==> src/rtl/port_serializer.sv <==
// port_serializer: three buffered client ports merged onto one registered serial stream.
// Define PORT_SERIALIZER_FIXED_PRIO_EN for fixed priority (port1 > port2 > port3) instead of round-robin.

module port_serializer_fifo #(
    parameter int WIDTH = 8,
    parameter int DEPTH = 2
) (
    input  logic             clk,
    input  logic             rst,
    input  logic [WIDTH-1:0] push_data_i,
    input  logic             push_valid_i,
    output logic             push_ready_o,
    input  logic             pop_i,
    output logic [WIDTH-1:0] head_o,
    output logic             nonempty_o
);
    localparam int CW = $clog2(DEPTH + 1);
    localparam int PW = (DEPTH > 1) ? $clog2(DEPTH) : 1;

    logic [WIDTH-1:0] mem_q [DEPTH];
    logic [PW-1:0]    wr_ptr_q, wr_ptr_d;
    logic [PW-1:0]    rd_ptr_q, rd_ptr_d;
    logic [CW-1:0]    count_q, count_d;
    logic             push;

    function automatic logic [PW-1:0] ptr_inc(input logic [PW-1:0] p);
        return (p == PW'(DEPTH - 1)) ? '0 : p + 1'b1;
    endfunction

    assign push_ready_o = (count_q < CW'(DEPTH)) && !rst;
    assign push         = push_valid_i && push_ready_o;
    assign head_o       = mem_q[rd_ptr_q];
    assign nonempty_o   = (count_q != '0);

    always_comb begin
        wr_ptr_d = push  ? ptr_inc(wr_ptr_q) : wr_ptr_q;
        rd_ptr_d = pop_i ? ptr_inc(rd_ptr_q) : rd_ptr_q;
        count_d  = count_q;
        if (push && !pop_i)
            count_d = count_q + 1'b1;
        else if (!push && pop_i)
            count_d = count_q - 1'b1;
    end

    always_ff @(posedge clk or posedge rst) begin
        if (rst) begin
            wr_ptr_q <= '0;
            rd_ptr_q <= '0;
            count_q  <= '0;
        end else begin
            wr_ptr_q <= wr_ptr_d;
            rd_ptr_q <= rd_ptr_d;
            count_q  <= count_d;
        end
    end

    // Storage needs no reset: it is only read while count_q says it is occupied.
    always_ff @(posedge clk) begin
        if (push)
            mem_q[wr_ptr_q] <= push_data_i;
    end
endmodule

module port_serializer #(
    parameter int WIDTH = 8,
    parameter int DEPTH = 2
) (
    input  logic             clk,
    input  logic             rst,
    input  logic [WIDTH-1:0] port1_data,
    input  logic             port1_valid,
    output logic             port1_ready,
    input  logic [WIDTH-1:0] port2_data,
    input  logic             port2_valid,
    output logic             port2_ready,
    input  logic [WIDTH-1:0] port3_data,
    input  logic             port3_valid,
    output logic             port3_ready,
    output logic [WIDTH-1:0] sout_data,
    output logic             sout_valid,
    input  logic             sout_ready,
    output logic [1:0]       entry_id
);
    logic [2:0][WIDTH-1:0] in_data, head;
    logic [2:0]            in_valid, in_ready, nonempty, pop;
    logic [1:0]            gnt_idx;
    logic                  load;

    logic [WIDTH-1:0] sout_data_q, sout_data_d;
    logic             sout_valid_q, sout_valid_d;
    logic [1:0]       entry_id_q, entry_id_d;

    assign in_data  = {port3_data, port2_data, port1_data};
    assign in_valid = {port3_valid, port2_valid, port1_valid};
    assign port1_ready = in_ready[0];
    assign port2_ready = in_ready[1];
    assign port3_ready = in_ready[2];

    for (genvar g = 0; g < 3; g++) begin : g_port
        port_serializer_fifo #(.WIDTH(WIDTH), .DEPTH(DEPTH)) u_fifo (
            .clk          (clk),
            .rst          (rst),
            .push_data_i  (in_data[g]),
            .push_valid_i (in_valid[g]),
            .push_ready_o (in_ready[g]),
            .pop_i        (pop[g]),
            .head_o       (head[g]),
            .nonempty_o   (nonempty[g])
        );
    end

`ifdef PORT_SERIALIZER_FIXED_PRIO_EN
    always_comb begin
        gnt_idx = 2'd0;
        for (int k = 2; k >= 0; k--)
            if (nonempty[k]) gnt_idx = 2'(k);
    end
`else
    logic [1:0] last_grant_q, last_grant_d;

    // Scan from the port after last_grant; descending loop so the nearest candidate wins.
    always_comb begin
        int idx;
        gnt_idx = 2'd0;
        for (int k = 2; k >= 0; k--) begin
            idx = (int'(last_grant_q) + k) % 3;
            if (nonempty[idx]) gnt_idx = 2'(idx);
        end
    end

    assign last_grant_d = load ? gnt_idx + 2'd1 : last_grant_q;

    always_ff @(posedge clk or posedge rst) begin
        if (rst) last_grant_q <= 2'd3;
        else     last_grant_q <= last_grant_d;
    end
`endif

    assign load = (!sout_valid_q || sout_ready) && (|nonempty);
    assign pop  = load ? (3'b001 << gnt_idx) : 3'b000;

    always_comb begin
        sout_data_d  = sout_data_q;
        sout_valid_d = sout_valid_q;
        entry_id_d   = entry_id_q;
        if (load) begin
            sout_data_d  = head[gnt_idx];
            entry_id_d   = gnt_idx + 2'd1;
            sout_valid_d = 1'b1;
        end else if (sout_valid_q && sout_ready) begin
            sout_data_d  = '0;
            entry_id_d   = 2'd0;
            sout_valid_d = 1'b0;
        end
    end

    always_ff @(posedge clk or posedge rst) begin
        if (rst) begin
            sout_data_q  <= '0;
            sout_valid_q <= 1'b0;
            entry_id_q   <= 2'd0;
        end else begin
            sout_data_q  <= sout_data_d;
            sout_valid_q <= sout_valid_d;
            entry_id_q   <= entry_id_d;
        end
    end

    assign sout_data  = sout_data_q;
    assign sout_valid = sout_valid_q;
    assign entry_id   = entry_id_q;
endmodule

==> config.mk <==
export PLATFORM = sky130hd
export DESIGN_NAME = port_serializer
export DESIGN_NICKNAME = d
export VERILOG_FILES = /design/src/rtl/port_serializer.sv
export SDC_FILE = /design/constraint.sdc
export NUM_CORES = 1
export LEC_CHECK = 0
export CAP_MARGIN = 20
export CORE_UTILIZATION = 51
export DETAILED_ROUTE_END_ITERATION = 8
export HOLD_SLACK_MARGIN = 0.02
export MAX_ROUTING_LAYER = met4
export PLACE_DENSITY_LB_ADDON = 0.25
export RECOVER_POWER = 100
export SLEW_MARGIN = 10
export SYNTH_ARGS = -nofsm -noshare
export SYNTH_HDL_FRONTEND = slang
export SYNTH_SLANG_ARGS = --single-unit
==> constraint.sdc <==
create_clock -name clk -period 3 [get_ports clk]
set_input_delay 0.9 -clock clk [delete_from_list [all_inputs] [get_ports clk]]
set_output_delay 0.9 -clock clk [all_outputs]
set_load 0.02 [all_outputs]
==> flow_summary.json <==
{
  "drt_first_iter_violations": 154,
  "syn_area_sq_mm": 0.00328,
  "area_growth_pct": 21.3,
  "routedWlPerCell_um": 17.2,
  "setup_viol": 0,
  "wirelength_um": 6360,
  "die_y_um": 82.3,
  "synth_top_family_by_area": "multiplexers",
  "clock_latency_ns": 0.34,
  "hold_path_class": "flip-flop to flip-flop",
  "min_from": "entry_id[0]$_DFFE_PP0P_",
  "seqPwrFrac": 0.390,
  "period_minus_slack_ns": 2.91,
  "start_util": 0.542,
  "drcViolationCount": 0,
  "cts_max_level": 3,
  "finalMaxSlewViolations": 0,
  "layout_common_cells": "48 x edfxtp_1, 36 x dlygate4sd3_1, 24 x mux2i_1",
  "clk_pin_slew_ns": 0.08,
  "grt_pass1_vias": 2056,
  "status": "completed",
  "cts_tree": "yes",
  "dieArea_sq_mm": 0.00677,
  "diodes": 0,
  "cts_sinks": 73,
  "clock_skew_ns": 0.0113,
  "slew_headroom": 0.460,
  "grt_max_degree": 19,
  "ir_drop_mv": 0.614,
  "end_kind": "primary output",
  "grt_usage": 0.220,
  "maxCapViolCount": 0,
  "core_area_sq_mm": 0.00606,
  "place_hpwl_um": 4650,
  "rows": 28,
  "viasPerCell": 5.55,
  "ys_seq_area_frac": 0.630,
  "grt-ovfl-total": 0,
  "cts-root-buf": "clkbuf_8",
  "cp.arrival_ns": 2.01,
  "clockPowerShare": 0.188,
  "p_total_w": 0.00413,
  "critPathLaunch": "rst",
  "synth-compound-area-share": 0.0960,
  "final_nets": 327,
  "place_ws_ns": -0.196,
  "worstReg2RegStart": "last_grant_q[0]$_DFFE_PP1P_",
  "yosysWarnings": 0,
  "crit_fanout": 4,
  "cts_buffers": 9,
  "ant_nets": 0,
  "cts_setup_buffers": 0,
  "path_class": "input pin to primary output",
  "synth_seq_cells": 73,
  "muxShareOfSynthArea": 0.109,
  "synthXorXnorAreaFrac": 0.0373,
  "p_int_w": 0.00256,
  "drive_above_1_share": 0.128,
  "ys_types": 44,
  "multiInputGateArea_sq_mm": 0.00111,
  "p_sw_frac": 0.380,
  "gp_congestion": 0.764,
  "ctsLongestPathBuffers": 2,
  "antenna_found_initial": 0,
  "p_leak_nw": 1.57,
  "vias": 2059,
  "fin_crit_sh": 0.971,
  "rsz0062_at_grt": "no",
  "tightest_slew_ns": 0.810,
  "syn-num-nets": 272,
  "register_area_sq_mm": 0.00207,
  "grt_pass1_wl_um": 10100,
  "pwr_density_cell_mw_per_mm2": 1040,
  "io_buffer_count": 43,
  "synthCells": 236,
  "worst_setup_path_start_kind": "input pin",
  "switchingPower_w": 0.00157,
  "max_freq_ghz": 0.343,
  "synth_fa_ha_area_frac": 0.0229,
  "synthSimpleGateAreaFrac": 0.0796,
  "ios": 44,
  "die_x_um": 82.3,
  "layout_commonest_cell": "edfxtp_1",
  "dr.pass1.iters": 4,
  "hold_violations": 0,
  "setup_slack_ns": 0.0859,
  "required_ns": 2.10,
  "fill_cells": 485,
  "power_frac_comb": 0.423,
  "avgSynthCellArea_sq_um": 13.9
}
## layer usage
metal	track usage	up-vias	wire [um]
li1	-	981	-
met1	0.273	1026	2750
met3	0.0473	8	224
met4	0.0684	0	63
met2	0.360	44	3330
met5	-	-	0
## power by group through the flow
| stage | Combinational (W) | Clock, W | Sequential (W) |
|---|---|---|---|
| 6_report | 0.00175 | 0.000774 | 0.00161 |
| 4_1_cts | 0.00190 | 0.000789 | 0.00162 |
| 2_1_floorplan | 0.00143 | 0 | 0.00157 |
| 3_5_place_dp | 0.00190 | 0 | 0.00163 |
| 5_1_grt | 0.00191 | 0.000834 | 0.00165 |
| 3_3_place_gp | 0.00185 | 0 | 0.00162 |
## metrics by stage
step	TNS [ns]	hold slack (ns)	utilization	cell area, sq um	cells
floorplan	0	0.458	-	3280	236
global placement	-0.447	0.461	0.633	3840	354
detailed placement	-0.479	0.467	0.633	3840	354
CTS	0	0.485	0.666	4040	370
global route	0	0.488	0.657	3980	371
finish	0	0.478	0.657	3980	371
## cells in the mapped netlist
library cell,instances,area share
nand3_1,1,0.0015
a21oi_1,19,0.029
a211oi_2,1,0.0038
a31oi_1,1,0.0019
o22a_1,1,0.0027
nand2b_1,3,0.0057
nor3_1,3,0.0046
nand4_1,1,0.0019
nand2_2,1,0.0019
o22ai_1,1,0.0019
xnor2_1,7,0.019
dfstp_2,2,0.016
a211oi_1,1,0.0023
clkbuf_2,1,0.0015
buf_6,2,0.0069
o21a_1,2,0.0046
a22oi_1,1,0.0023
o21ai_0,5,0.0076
mux2_2,1,0.0034
or3_1,8,0.015
o21bai_1,1,0.0023
mux2_4,7,0.032
o31ai_1,1,0.0023
clkbuf_1,1,0.0011
nor2_2,2,0.0038
buf_1,3,0.0034
nand4b_1,1,0.0027
xor2_1,7,0.019
and3_1,3,0.0057
a21o_1,1,0.0023
buf_2,3,0.0046
or2_0,1,0.0019
nand2_1,10,0.011
nor2_1,14,0.016
inv_1,7,0.0080
o21ai_1,1,0.0015
nor4b_1,1,0.0027
mux2i_1,24,0.073
nand4b_2,1,0.0046
ha_1,6,0.023
dfrtp_1,23,0.18
a21oi_4,1,0.0050
a22oi_2,7,0.027
edfxtp_1,48,0.44
## worst max-delay path, cell delays in order
cell and delay, ns:
clkdlybuf4s50_1 0.58, nor2_1 0.07, buf_4 0.15, dlygate4sd2_1 0.31
## state kept, by name (all words and copies together), names as in the netlist
name / cells
last_grant_q: 2
g_port.u_fifo.wr_ptr_q: 3
g_port.u_fifo.mem_q: 48
entry_id: 2
g_port.u_fifo.rd_ptr_q: 3
sout_data: 8
sout_valid: 1
g_port.u_fifo.count_q: 6
## cells by family (layout without fill, tap and decap cells)
family	after synthesis	count (layout)
mux	32	32
fa+ha+maj	6	6
simple gates	50	50
buf+inv	17	77
flops	73	73
compound gates	44	44
xor+xnor	14	14
## final cells by class
type                            instances  area share
Multi-Input combinational cell        146       0.278
Timing Repair Buffer                   54       0.121
Clock buffer                            9      0.0311
Clock inverter                          7      0.0198
Inverter                                7     0.00660
Tap cell                               75      0.0236
Sequential cell                        73       0.520
## path summary, 6_finish.rpt
| check | end | slack, ns | cells after the start |
|---|---|---|---|
| setup / recovery | port1_ready | 0.09 | 4 |
| hold / removal | entry_id[0]$_DFFE_PP0P_ | 0.48 | 1 |
| setup reg to reg | sout_data[7]$_DFFE_PP0P_ | 0.20 | 9 |
| hold reg to reg | entry_id[0]$_DFFE_PP0P_ | 0.48 | 1 |
| max in group asynchronous | sout_data[6]$_DFFE_PP0P_ | 0.89 | 3 |
| min in group asynchronous | g_port[2].u_fifo.count_q[1]$_DFFE_PP0P_ | 1.03 | 2 |
## timing repair
action / 4_1_cts / 5_1_grt
hold buffers: 0 / 0
setup endpoints to repair: 3 / 1
gates resized for setup: 3 / 1
Power figures use the tool's default switching activity.
